File: src/rtl/mem_arbiter.sv
// -----------------------------------------------------------------------------
// mem_arbiter
//
// Shares the single four-bank main memory between the I-cache and D-cache
// controllers. A controller owns memory for a whole line transaction (held
// req). The owner's strobes and operands are forwarded to memory. Read data
// goes back to whichever controller issued the read. Every ownership change
// passes through a drain window as long as the memory read latency, so late
// read data still reaches the controller that requested it.
//
// Parameters:
//   DRAIN_CYCLES  memory read latency in cycles (1..7); drain window length
//
// Ports:
//   clk, rst                     clock, synchronous active-high reset
//   req_i/rd_i/wr_i              I-cache ownership request and memory strobes
//   addr_i/data_in_i             I-cache address and write data
//   grant_i/stall_i/data_out_i   I-cache grant, stall and routed read data
//   req_d ... data_out_d         the same set for the D-cache
//   addr_mem/data_in_mem         memory address and write data
//   rd_mem/wr_mem                memory strobes
//   data_out_mem/stall_mem       memory read data and busy flag
//   err                          one-cycle pulse on an owner protocol violation
// -----------------------------------------------------------------------------
module mem_arbiter #(
  parameter int unsigned DRAIN_CYCLES = 2
) (
  input  logic        clk,
  input  logic        rst,
  // I-cache side
  input  logic        req_i,
  input  logic        rd_i,
  input  logic        wr_i,
  input  logic [15:0] addr_i,
  input  logic [15:0] data_in_i,
  output logic        grant_i,
  output logic        stall_i,
  output logic [15:0] data_out_i,
  // D-cache side
  input  logic        req_d,
  input  logic        rd_d,
  input  logic        wr_d,
  input  logic [15:0] addr_d,
  input  logic [15:0] data_in_d,
  output logic        grant_d,
  output logic        stall_d,
  output logic [15:0] data_out_d,
  // memory side
  output logic [15:0] addr_mem,
  output logic [15:0] data_in_mem,
  output logic        rd_mem,
  output logic        wr_mem,
  input  logic [15:0] data_out_mem,
  input  logic        stall_mem,
  output logic        err
);

  typedef enum logic [1:0] {
    IDLE  = 2'd0,
    OWN_I = 2'd1,
    OWN_D = 2'd2,
    DRAIN = 2'd3
  } state_e;

  localparam logic OWNER_I = 1'b0;
  localparam logic OWNER_D = 1'b1;

  state_e     state_q, state_d;
  logic [2:0] cnt_q, cnt_d;
  logic       last_owner_q, last_owner_d;
  logic       route_q, route_d;

  // Round robin: with both requests up, the controller that did not own
  // memory last wins. last_owner resets to I, so D wins the first tie.
  function automatic state_e arbitrate(input logic ri, input logic rq_d,
                                       input logic last);
    state_e nxt;
    nxt = IDLE;
    if (ri && rq_d)  nxt = (last == OWNER_I) ? OWN_D : OWN_I;
    else if (rq_d)   nxt = OWN_D;
    else if (ri)     nxt = OWN_I;
    return nxt;
  endfunction

  // ---------------------------------------------------------------------------
  // Next-state logic
  // ---------------------------------------------------------------------------
  always_comb begin
    // NOTE: every signal gets a default first so no path can infer a latch.
    state_d      = state_q;
    cnt_d        = cnt_q;
    last_owner_d = last_owner_q;
    route_d      = route_q;

    unique case (state_q)
      IDLE: state_d = arbitrate(req_i, req_d, last_owner_q);
      OWN_I: begin
        if (!req_i) begin
          state_d      = DRAIN;
          cnt_d        = 3'(DRAIN_CYCLES - 1);
          last_owner_d = OWNER_I;
        end
      end
      OWN_D: begin
        if (!req_d) begin
          state_d      = DRAIN;
          cnt_d        = 3'(DRAIN_CYCLES - 1);
          last_owner_d = OWNER_D;
        end
      end
      DRAIN: begin
        // Drain end re-arbitrates directly, so a request raised during the
        // window is served without an extra IDLE cycle.
        if (cnt_q == 3'd0) state_d = arbitrate(req_i, req_d, last_owner_q);
        else               cnt_d   = cnt_q - 3'd1;
      end
      default: state_d = IDLE;
    endcase

    // route follows the owner and is simply held through DRAIN and IDLE, so
    // reads issued in the last owned cycles still land at their requester.
    if (state_d == OWN_I)      route_d = OWNER_I;
    else if (state_d == OWN_D) route_d = OWNER_D;
  end

  // ---------------------------------------------------------------------------
  // State registers
  // ---------------------------------------------------------------------------
  always_ff @(posedge clk) begin
    // NOTE: non-blocking assignments so every register samples pre-edge values.
    if (rst) begin
      state_q      <= IDLE;
      cnt_q        <= 3'd0;
      last_owner_q <= OWNER_I;
      route_q      <= OWNER_I;
    end else begin
      state_q      <= state_d;
      cnt_q        <= cnt_d;
      last_owner_q <= last_owner_d;
      route_q      <= route_d;
    end
  end

  // ---------------------------------------------------------------------------
  // Datapath / outputs
  // ---------------------------------------------------------------------------
  assign grant_i = (state_q == OWN_I);
  assign grant_d = (state_q == OWN_D);

  assign data_out_i = (route_q == OWNER_I) ? data_out_mem : 16'h0000;
  assign data_out_d = (route_q == OWNER_D) ? data_out_mem : 16'h0000;

  logic rd_fwd, wr_fwd, err_raw;

  always_comb begin
    addr_mem    = 16'h0000;
    data_in_mem = 16'h0000;
    rd_fwd      = 1'b0;
    wr_fwd      = 1'b0;
    err_raw     = 1'b0;
    // A non-owner that wants memory is held off.
    stall_i     = req_i | rd_i | wr_i;
    stall_d     = req_d | rd_d | wr_d;

    unique case (state_q)
      OWN_I: begin
        addr_mem    = addr_i;
        data_in_mem = data_in_i;
        stall_i     = stall_mem;
        // Strobes only count while req is held; rd+wr together is blocked.
        if (req_i) begin
          if (rd_i && wr_i) err_raw = 1'b1;
          else begin
            rd_fwd = rd_i;
            wr_fwd = wr_i;
          end
        end
      end
      OWN_D: begin
        addr_mem    = addr_d;
        data_in_mem = data_in_d;
        stall_d     = stall_mem;
        if (req_d) begin
          if (rd_d && wr_d) err_raw = 1'b1;
          else begin
            rd_fwd = rd_d;
            wr_fwd = wr_d;
          end
        end
      end
      default: ;
    endcase
  end

  // Reset kills memory strobes immediately, before the state has cleared.
  assign rd_mem = rd_fwd & ~rst;
  assign wr_mem = wr_fwd & ~rst;
  assign err    = err_raw & ~rst;

endmodule

File: config.mk
export PLATFORM = sky130hd
export DESIGN_NAME = mem_arbiter
export DESIGN_NICKNAME = d
export VERILOG_FILES = /design/src/rtl/mem_arbiter.sv
export SDC_FILE = /design/constraint.sdc
export NUM_CORES = 1
export LEC_CHECK = 0
export BUFFER_PORTS_ARGS = -buffer_cell sky130_fd_sc_hd__buf_2
export CORE_MARGIN = 3
export CORE_UTILIZATION = 32
export DETAILED_ROUTE_END_ITERATION = 8
export PLACE_DENSITY = 0.81
export SETUP_SLACK_MARGIN = 0.4
export SLEW_MARGIN = 40
export SYNTH_ARGS = -nofsm -noshare
export SYNTH_HDL_FRONTEND = slang
export SYNTH_SLANG_ARGS = --single-unit
File: constraint.sdc
create_clock -name clk -period 2.7 [get_ports clk]
set_clock_uncertainty 0.2 [all_clocks]
set_input_delay 0.135 -clock clk [delete_from_list [all_inputs] [get_ports clk]]
set_output_delay 0.135 -clock clk [all_outputs]
set_load 0.02 [all_outputs]
==> reports/metrics.cfg, run 1 <==
[worst_setup_path]
worstPathRequired_ns=2.37
startpoint_type=flip-flop
endpoint_kind=output pin
rr_worst_depth=7
worst-setup-path-type=reg -> out
cp_max_fo=32
crit_arrival_ns=1.81

[sta]
hold_viol=0
setup_viol=0
tightest_slew_ns=0.4315
rsz0062_at_grt=no
fmaxAchievable_ghz=0.4663
fin_crit_sh=0.7942
max_slew_margin=0.7123
setup_tns_ns=0
period_needed_ns=2.144
holdWs_ns=0.08922
finalMaxSlewViolations=0

[status]
status=completed

[yosys]
yosysWarnings=0
seq_area_frac_synth=0.1118
synth_area_per_cell_sq_um=6.888
syn_area_sq_um=1254
ys_types=33
ys_seq_elements=7
synthesis.nets=277
syn_inst=182

[route]
wire_per_inst_microns=12.61
vias_per_cell=4.908
vias=1870
drt_pass1_iterations=4
drc=0
wl_mm=4.803
ant_nets=0
drt_iter0_drc=69

[layout]
fillCellCount=364
design_area_sq_um=2120
diodes=0
area_growth_pct=69.06
drive_above_1_share=0.5045
final_common_cell=buf_2
layout_common_cells=buf_2 (159), nor2b_1 (48), a22oi_1 (32), and2_1 (16)
final_nets=429

[floorplan]
die_y_microns=68.59
die_w_microns=68.59
io_pins=160
row_count=22
core-area_sq_um=3716
dieArea_sq_um=4705
initial_core_util=0.3374

[place]
gp_congestion=0.8449
post_dp_cell_area_sq_um=2059
dp_hpwl_mm=3.898
portBuffers=159

[clocking]
htreeDepth=1
cts_made_buffers=3
clk_latency_ns=0.23
clkSinkCount=7
clockRootBuffer=clkbuf_8
cts_tree=built
clk_path_buf_depth=2
path_clk_slew_ns=0.04

[global_routing]
grt_pass1_vias=1496
grt.overflow.total=0
antenna_found_initial=0
track_usage=0.1781
grt_max_degree=34
grt_pass1_wl_mm=6.589

[min_path]
min_path_type=in -> reg
whs_path_depth=4

[power]
ir_drop_v=0.0002710
leakagePower_nw=1.089
cellPowerDensity_nw_per_um2=335.3
finalPower_w=0.0007107

[flow_run]
cap_viol_max_count=0

## synthesized netlist by cell type
cell type / number / area share
a211oi_1: 2 / 0.012
a21oi_1: 7 / 0.028
a221oi_1: 1 / 0.0070
nand3b_1: 1 / 0.0060
buf_1: 3 / 0.0090
a22oi_1: 32 / 0.19
nand2_1: 6 / 0.018
buf_6: 1 / 0.0090
nand4b_1: 2 / 0.014
ha_1: 6 / 0.060
and2_1: 16 / 0.080
inv_1: 5 / 0.015
nand2b_1: 4 / 0.020
a221o_1: 1 / 0.0080
a21o_1: 1 / 0.0060
or3b_1: 2 / 0.014
buf_4: 1 / 0.0060
o211ai_1: 1 / 0.0060
o22a_1: 1 / 0.0070
or2b_1: 1 / 0.0060
nand4_1: 2 / 0.010
buf_2: 4 / 0.016
nor2b_1: 48 / 0.24
nor3_1: 3 / 0.012
dfxtp_1: 7 / 0.11
nor3b_1: 1 / 0.0060
a211o_1: 1 / 0.0070
o21ai_0: 2 / 0.0080
and3_2: 1 / 0.0060
nand3_1: 3 / 0.012
nor2_1: 7 / 0.021
clkbuf_1: 8 / 0.024
o22ai_1: 1 / 0.0050
## critical path, cell delays in order, from the launching register on
cell and delay [ns]:
dfxtp_1 0.35, inv_1 0.10, ha_1 0.39, buf_6 0.30, a22oi_1 0.12, nor2b_1 0.13
buf_2 0.18
## layer usage
layer  GRT usage  part of all wire
met3     0.01297              0.10
met5           0                 0
met2      0.3159              0.50
met1      0.2219              0.38
met4     0.06700             0.012
## registers in the layout (all words and copies together), names as in the netlist
signal,cells
cnt_q,3
state_q,2
last_owner_q,1
route_q,1
## repair_timing
action	CTS	global route
gates resized for setup	0	1
endpoints found under the setup margin	0	30
buffers inserted	0	0
hold endpoints to repair	3	0
hold buffers	1	0
## power by group
| group | leakage, nW | internal [W] | switching (W) | total [W] |
|---|---|---|---|---|
| Combinational | 1.01 | 0.000186 | 0.000241 | 0.000427 |
| Sequential | 0.0576 | 0.000112 | 0.0000197 | 0.000132 |
| Clock | 0.0228 | 0.000103 | 0.0000500 | 0.000153 |
## final cells by class
cell class | count | area, sq um | area share
multi-input cells | 153 | 1015 | 0.4787
inverters | 5 | 18.77 | 0.008855
flip-flops and latches | 7 | 141.4 | 0.06671
clock buffers | 4 | 45.04 | 0.02125
repair buffers | 164 | 839.6 | 0.3961
well taps | 48 | 60.06 | 0.02834
## through the flow
| stage | setup slack, ns | util | instances |
|---|---|---|---|
| 6_report | 0.5556 | 0.5704 | 381 |
| 5_1_grt | 0.4119 | 0.5704 | 381 |
| 4_1_cts | 0.4457 | 0.5690 | 381 |
| 3_5_place_dp | 0.6146 | 0.5542 | 376 |
| 3_3_place_gp | 0.6724 | 0.5542 | 376 |
| 2_1_floorplan | 0.6496 | - | 182 |
## logic make-up after synthesis
family | share of synthesized area
fa+ha+maj | 0.05988
buf+inv | 0.07885
compound gates | 0.2854
flops | 0.1118
simple gates | 0.4641
## path summary, 6_finish.rpt
kind,start,to,slack (ns)
max,state_q[0],addr_mem[6],0.56
min,req_d,last_owner_q,0.09
max reg2reg,cnt_q[0],cnt_q[1],0.59
min reg2reg,cnt_q[2],cnt_q[2],0.26
Power figures use the tool's default switching activity.
==> inputs of run 2 (changes only) <==
- CORE_UTILIZATION: 32 -> 29
- PLACE_DENSITY: 0.81 -> 0.77
- clock period: 2.7 -> 1.8 ns (I/O delays scaled with it)
==> run 2 against run 1 <==
Compared with the run above:
- the flow now finishes with violations (negative hold slack, negative setup slack)
- non-clock buffer count is 40 higher
- critical path type is now reg -> reg
- die area grew 9.4%
- first-iteration DRC count grew to 3.4 times the previous value
- worst hold slack worse by 0.13 ns
- global-route usage is 9.4 points higher
- clock power is 49% higher
- total power increased by 130%
- flip-flop and latch count unchanged
- utilization up 26 points
- sequential power is 36% higher
==> reports/metrics.cfg, run 2 (same netlist as run 1, synthesis figures left out) <==
[global_routing]
grt_pass1_wl_mm=11.11
grt.overflow.total=0
track_usage=0.2725
grt_pass1_vias=2176
grt_max_degree=34
antenna_found_initial=0

[sta]
fin_ws_ns=-0.2299
tightest_slew_ns=0.4920
max_slew_margin=0.6695
finalMaxSlewViolations=0
setup_viol=37
period_needed_ns=2.030
hold_viol=4
setup_tns_ns=-2.214
holdWs_ns=-0.04343
rsz0062_at_grt=yes
fmaxAchievable_ghz=0.4926
fin_crit_sh=1.128

[layout]
largest_register_ffs=3
layout_common_cells=buf_2 (119), buf_6 (57), a22oi_2 (32), nor2b_2 (25)
top_regs=cnt_q (3), state_q (2)
area_growth_pct=171.6
top_register=cnt_q
drive_above_1_share=0.8123
final_nets=469
diodes=0
final_common_cell=buf_2
design_area_sq_um=3405

[clocking]
cts_made_buffers=3
htreeDepth=1
clkSinkCount=7
clockRootBuffer=clkbuf_8
clk_path_buf_depth=2
clk_latency_ns=0.23
cts_tree=built
path_clk_slew_ns=0.04

[floorplan]
core-area_sq_um=4086
dieArea_sq_um=5148
die_w_microns=71.75
initial_core_util=0.3068
io_pins=160
die_y_microns=71.75
row_count=23

[place]
place_ws_ns=-0.1659
post_dp_cell_area_sq_um=2338
portBuffers=159
dp_hpwl_mm=4.266
gp_congestion=0.7578

[worst_setup_path]
endpoint_kind=flip-flop
crit_top_cell=ha_4
startpoint_type=flip-flop
max_stage_delay_ns=0.33
slowest_stage=dfxtp_2
cp_cell_sequence=inv_2 > ha_4 > ha_4 > buf_6 > or2b_1 > a221oi_2 > buf_4 > a211oi_2 > o22ai_1
crit_arrival_ns=1.96
worstPathRequired_ns=1.73
worst-setup-path-type=reg -> reg
cp_max_fo=2
critPathBufInv=3
critical_path.top_delay_family=compound AO/OA/AOI/OAI gates

[power]
cellPowerDensity_nw_per_um2=471.0
ir_drop_v=0.0003294
leakagePower_nw=1.488

[status]
violations=negative hold slack, negative setup slack
status=finished with violations

[flow_run]
cap_viol_max_count=0

[route]
drt_iter0_drc=232
vias_per_cell=5.690
wl_mm=9.998
vias=2407
drc=0
wire_per_inst_microns=23.64
ant_nets=0
drt_pass1_iterations=4

[min_path]
min_path_type=in -> reg

-- run 2: final timing paths --
kind                               start  cells past startpoint  slack, ns        to
worst max-delay path            cnt_q[0]                      9      -0.23   route_q
worst min-delay path                 rst                      2      -0.04  cnt_q[1]
worst max register to register  cnt_q[0]                      9      -0.23   route_q
worst min register to register  cnt_q[2]                      2       0.28  cnt_q[2]
-- run 2: area by class of cell --
| cell class | instances | area (sq um) |
|---|---|---|
| fillers | 198 | 681.9 |
| inverters | 5 | 21.27 |
| clock inverters | 1 | 5.005 |
| multi-input cells | 153 | 1444 |
| well taps | 50 | 62.56 |
| flip-flops and latches | 7 | 147.6 |
| clock buffers | 3 | 41.29 |
| repair buffers | 204 | 1683 |
-- run 2: per-stage QoR --
stage / cells / utilization / total power [W]
2_1_floorplan: 182 / - / 0.0006643
3_3_place_gp: 388 / 0.5723 / 0.0009327
3_5_place_dp: 388 / 0.5723 / 0.0009499
4_1_cts: 411 / 0.7685 / 0.001424
5_1_grt: 423 / 0.8331 / 0.001665
6_report: 423 / 0.8331 / 0.001603
-- run 2: repair_timing --
| item | 4_1_cts | 5_1_grt |
|---|---|---|
| hold endpoints to repair | 7 | 6 |
| pin swaps | 26 | 24 |
| setup endpoints to repair | 50 | 60 |
| buffers inserted | 14 | 9 |
| cloned | 5 | 3 |
| gates resized for setup | 132 | 30 |
-- run 2: layer usage --
| metal | part of all wire | vias up | global-route usage |
|---|---|---|---|
| li1 | - | 1035 | - |
| met1 | 0.31 | 1130 | 0.2809 |
| met2 | 0.53 | 172 | 0.5235 |
| met3 | 0.080 | 70 | 0.05610 |
| met4 | 0.080 | 0 | 0.1169 |
| met5 | 0 | - | 0 |
-- run 2: worst register-to-register path, stage by stage, from the launching register on --
cell,delay [ns]
dfxtp_2,0.33
inv_2,0.05
ha_4,0.16
ha_4,0.16
buf_6,0.11
or2b_1,0.23
a221oi_2,0.28
buf_4,0.17
a211oi_2,0.04
o22ai_1,0.20
-- run 2: report_power, final --
| part | leakage [nW] | internal, W | switching (W) |
|---|---|---|---|
| Clock | 0.0255 | 0.000151 | 0.0000777 |
| Combinational | 1.40 | 0.000595 | 0.000600 |
| Sequential | 0.0592 | 0.000168 | 0.0000119 |
